## config.mk

```make
export PLATFORM = sky130hd
export DESIGN_NAME = if_stage_bpred
export DESIGN_NICKNAME = d
export VERILOG_FILES = /design/src/rtl/if_stage_bpred.sv
export SDC_FILE = /design/constraint.sdc
export NUM_CORES = 1
export LEC_CHECK = 0
export BUFFER_PORTS_ARGS = -buffer_cell sky130_fd_sc_hd__buf_2
export CORE_AREA = 4 4 112 114
export CTS_BUF_LIST = sky130_fd_sc_hd__clkbuf_8
export CTS_CLUSTER_SIZE = 20
export DETAILED_ROUTE_END_ITERATION = 10
export DIE_AREA = 0 0 116 118
export PLACE_DENSITY = 0.74
export RECOVER_POWER = 100
export SYNTH_ARGS = -nofsm -noshare
export SYNTH_HDL_FRONTEND = slang
export SYNTH_SLANG_ARGS = --single-unit
export TNS_END_PERCENT = 1
```

## constraint.sdc

```tcl
create_clock -name clk -period 4.7 [get_ports clk]
set_input_delay 0.47 -clock clk [delete_from_list [all_inputs] [get_ports clk]]
set_output_delay 0.47 -clock clk [all_outputs]
set_load 0.005 [all_outputs]
```

## src/rtl/if_stage_bpred.sv

```systemverilog
// Instruction-fetch stage: PC register, instruction-memory address and a direct-mapped BTB predictor.
// Define BPRED_EN to build the BTB; without it the stage fetches sequentially and honours redirects only.
module if_stage_bpred #(
  parameter int          BTB_IDX_W = 4,
  parameter logic [31:0] RESET_PC  = 32'h0000_0000
) (
  input  logic        clk,
  input  logic        rst_n,
  input  logic        StallF,
  output logic [31:0] ImemAddr,
  input  logic [31:0] ImemRdata,
  output logic [31:0] InstrF,
  output logic [31:0] PCF,
  output logic [31:0] PCPlus4F,
  output logic        JumpPredictF,
  output logic [31:0] PredTargetF,
  input  logic        RedirectE,
  input  logic [31:0] RedirectPCE,
  input  logic        ResolveValidE,
  input  logic [31:0] ResolvePCE,
  input  logic        ResolveTakenE,
  input  logic [31:0] ResolveTargetE
);

  logic [31:0] pc_q, pc_d;
  logic [31:0] pc_plus4;
  logic        jump_predict;
  logic [31:0] pred_target;

  assign pc_plus4     = pc_q + 32'd4;
  assign PCF          = pc_q;
  assign ImemAddr     = pc_q;
  assign InstrF       = ImemRdata;
  assign PCPlus4F     = pc_plus4;
  assign JumpPredictF = jump_predict;
  assign PredTargetF  = pred_target;

`ifdef BPRED_EN
  localparam int BTB_ENTRIES = 1 << BTB_IDX_W;
  localparam int TAG_W       = 32 - BTB_IDX_W - 2;

  logic [BTB_ENTRIES-1:0] valid_q;
  logic [TAG_W-1:0]       tag_q [BTB_ENTRIES];
  logic [31:0]            tgt_q [BTB_ENTRIES];
  logic [1:0]             ctr_q [BTB_ENTRIES];

  logic [BTB_IDX_W-1:0] idx_f, idx_e;
  logic [TAG_W-1:0]     tag_f, tag_e;
  logic                 hit_f, hit_e;
  logic [1:0]           unused_resolve_lsb;

  assign idx_f = pc_q[BTB_IDX_W+1:2];
  assign tag_f = pc_q[31:BTB_IDX_W+2];
  assign idx_e = ResolvePCE[BTB_IDX_W+1:2];
  assign tag_e = ResolvePCE[31:BTB_IDX_W+2];
  assign unused_resolve_lsb = ResolvePCE[1:0];

  // Lookup reads registered state, so a same-cycle update only shows up next cycle.
  assign hit_f        = valid_q[idx_f] && (tag_q[idx_f] == tag_f);
  assign hit_e        = valid_q[idx_e] && (tag_q[idx_e] == tag_e);
  assign jump_predict = hit_f && ctr_q[idx_f][1];
  assign pred_target  = hit_f ? tgt_q[idx_f] : 32'h0;

  // NOTE: sequential state uses non-blocking (<=) so every flop samples pre-edge values.
  always_ff @(posedge clk or negedge rst_n) begin
    if (!rst_n) begin
      valid_q <= '0;
    end else if (ResolveValidE && ResolveTakenE && !hit_e) begin
      valid_q[idx_e] <= 1'b1;
    end
  end

  // NOTE: tag/target/counter storage is deliberately not reset; valid_q gates every use of it.
  always_ff @(posedge clk) begin
    if (ResolveValidE) begin
      if (hit_e) begin
        if (ResolveTakenE) begin
          if (ctr_q[idx_e] != 2'b11) ctr_q[idx_e] <= ctr_q[idx_e] + 2'd1;
          tgt_q[idx_e] <= ResolveTargetE;
        end else if (ctr_q[idx_e] != 2'b00) begin
          ctr_q[idx_e] <= ctr_q[idx_e] - 2'd1;
        end
      end else if (ResolveTakenE) begin
        tag_q[idx_e] <= tag_e;
        tgt_q[idx_e] <= ResolveTargetE;
        ctr_q[idx_e] <= 2'b10;
      end
    end
  end
`else
  logic unused_resolve;

  assign jump_predict   = 1'b0;
  assign pred_target    = 32'h0;
  assign unused_resolve = ^{ResolveValidE, ResolvePCE, ResolveTakenE, ResolveTargetE};
`endif

  // NOTE: pc_d takes a default before the priority chain so no latch can be inferred.
  always_comb begin
    pc_d = pc_q;
    if (RedirectE)         pc_d = RedirectPCE;
    else if (StallF)       pc_d = pc_q;
    else if (jump_predict) pc_d = pred_target;
    else                   pc_d = pc_plus4;
  end

  always_ff @(posedge clk or negedge rst_n) begin
    if (!rst_n) pc_q <= RESET_PC;
    else        pc_q <= pc_d;
  end

endmodule

```

==> impl_metrics.ini <==
[final_layout]
area_growth_pct = 2.786
final_common_cell = buf_2
largest_register_ffs = 32
seqCellArea_um2 = 800.8
nets = 561
finish.instance_area_mm2 = 0.003186
final_cell_mix = buf_2 (74), clkbuf_1 (54), conb_1 (33), dfrtp_1 (32), nor2_1 (30)
antenna_cells = 0
fill_cells = 1289
multi_input_area_mm2 = 0.001519
drive_gt1_frac = 0.2084
post-route-util = 0.2790

[worst_setup_path]
worstSetupPathType = primary input to register
cp_max_fo = 34
crit_arrival_ns = 3.22
cp-end-kind = register
crit_required_ns = 4.88
cp-start-kind = primary input

[flow_run]
maxCapViolCount = 1

[floorplanning]
core_area_mm2 = 0.01142
die_h_um = 118
initial_utilization = 0.2714
rows = 39
io_pins = 295
dieWidth_um = 116
die-area_mm2 = 0.01369

[sta]
tightest_slew_ns = 1.918
period_share = 0.6483
skew_ns = 0.006867
drv_slew = 33
fin_tns_setup_ns = 0
finalHoldViolCount = 0
setup_viol = 0
finalWorstSetupSlack_ns = 1.653
rsz0062_at_grt = no
min_period_ns = 3.047
slew_headroom = -0.2788
fmax_ghz = 0.3282

[placed_design]
post-dp-hpwl_um = 6863
placed_area_mm2 = 0.003169
gp_congestion = 0.7880
place_ws_ns = 2.063
port-buffer-count = 131

[route]
drcViolationCount = 0
wl_um = 9178
wl_per_cell_um = 16.10
vias_per_cell = 4.779
vias = 2724
dr.pass1.iters = 6
drt-initial-drc-count = 149
antenna_left = 0

[clock_network]
cts-root-buf = clkbuf_8
post-cts-setup-buffer-count = 0
cts_resized = 0
clk_latency_ns = 0.29
clk_path_buf_depth = 2
path_clk_slew_ns = 0.08
tritoncts = done
h-tree-depth = 2
hold_buffers = 0
cts_made_buffers = 5
cts.sinks = 32

[yosys]
yosysWarnings = 0
ys_seq_area_frac = 0.2584
yosys_register_bits = 32
synth_flop_cell = dfrtp_1
yosysUniqueCellTypes = 40
async_reset_ff_frac = 1.000
netlist_area_mm2 = 0.003099
avgSynthCellArea_um2 = 8.199
postSynthCellCount = 378
synth_edf_count = 0

[pwr]
p_leak_nw = 1.326
ir_drop_mv = 0.09867
power_frac_comb = 0.252
p_total_mw = 0.8022
power_frac_seq = 0.458
powerDensity_mw_per_mm2 = 251.8
p_switching_mw = 0.2897
swShare = 0.3611
clockPowerShare = 0.290
p_int_mw = 0.5125

[grt]
grt_usage = 0.1289
grt_max_degree = 40
antenna_found_initial = 0
grt_pass1_vias = 2452
grt_overflow = 0
grt_pass1_wl_um = 14020

[hold_path]
min_path_type = primary input to register

[outcome]
violations = capacitance limit, slew limit
status = complete, but fails checks
area by class of cell:
| cell class | instances | share of cell area |
|---|---|---|
| Multi-Input combinational cell | 254 | 0.4768 |
| Sequential cell | 32 | 0.2514 |
| Timing Repair Buffer | 131 | 0.1842 |
| Tap cell | 143 | 0.05617 |
| Clock buffer | 6 | 0.02592 |
| Clock inverter | 2 | 0.003142 |
| Inverter | 2 | 0.002357 |
path summary, 6_finish.rpt:
check	from	end	slack, ns	cells past startpoint
max	RedirectE	ImemAddr[16]	1.65	5
min	RedirectPCE[12]	ImemAddr[12]	0.38	3
max reg2reg	ImemAddr[6]	ImemAddr[29]	2.36	4
min reg2reg	ImemAddr[0]	ImemAddr[0]	0.59	1
max in group asynchronous	rst_n	ImemAddr[27]	2.89	1
min in group asynchronous	rst_n	ImemAddr[20]	0.70	1
per-stage QoR:
step | std cells | hold WS (ns)
2_1_floorplan | 410 | 0.1744
3_3_place_gp | 562 | 0.5551
3_5_place_dp | 562 | 0.5572
4_1_cts | 570 | 0.2895
5_1_grt | 570 | 0.3797
6_report | 570 | 0.3822
cell usage after synthesis (2+ instances only):
master      n  share of area
o31ai_1    13          0.031
or2_2       2         0.0040
nor3_1     15          0.024
nor4_1      4         0.0081
xnor2_1    14          0.040
a21oi_1     2         0.0032
and3_1      5          0.010
xor2_1     25          0.071
nand4_1    13          0.026
and4_4      2         0.0073
buf_4     106           0.26
dfrtp_1    32           0.26
or3_1       4         0.0081
buf_2       7          0.011
and2_1      2         0.0040
or4_1      13          0.031
nand2_1    24          0.029
o21ai_0    15          0.024
a31oi_1    16          0.032
nand3_1     6         0.0097
and4_1      3         0.0085
buf_6       2         0.0073
nor2_1     30          0.036
clkbuf_1    6         0.0073
mux2_2      2         0.0073
worst max-delay path, cell delays in order:
cell	delay (ns)
clkbuf_1	0.89
clkinv_1	1.18
nand2_1	0.29
a21oi_1	0.06
a311o_1	0.33
metal layers:
metal	track usage	share of wire
met5	0	0
met4	0.02756	0.011
met3	0.03033	0.10
met2	0.2180	0.49
met1	0.1656	0.40
cells by family after synthesis:
family                   synth area share
buffers and inverters              0.2878
AND/OR/NAND/NOR                    0.2301
other                            0.001210
flip-flops                         0.2584
multiplexers                      0.01050
adder cells (fa/ha/maj)          0.004036
AO/OA/AOI/OAI                     0.09770
XOR/XNOR                           0.1102
power groups by stage:
stage          sequential (mW)  combinational, mW  clock [mW]
2_1_floorplan            0.345              0.200           0
3_3_place_gp             0.373              0.215           0
3_5_place_dp             0.374              0.217           0
4_1_cts                  0.369              0.218       0.237
5_1_grt                  0.377              0.231       0.244
6_report                 0.367              0.202       0.232
Power figures use the tool's default switching activity.
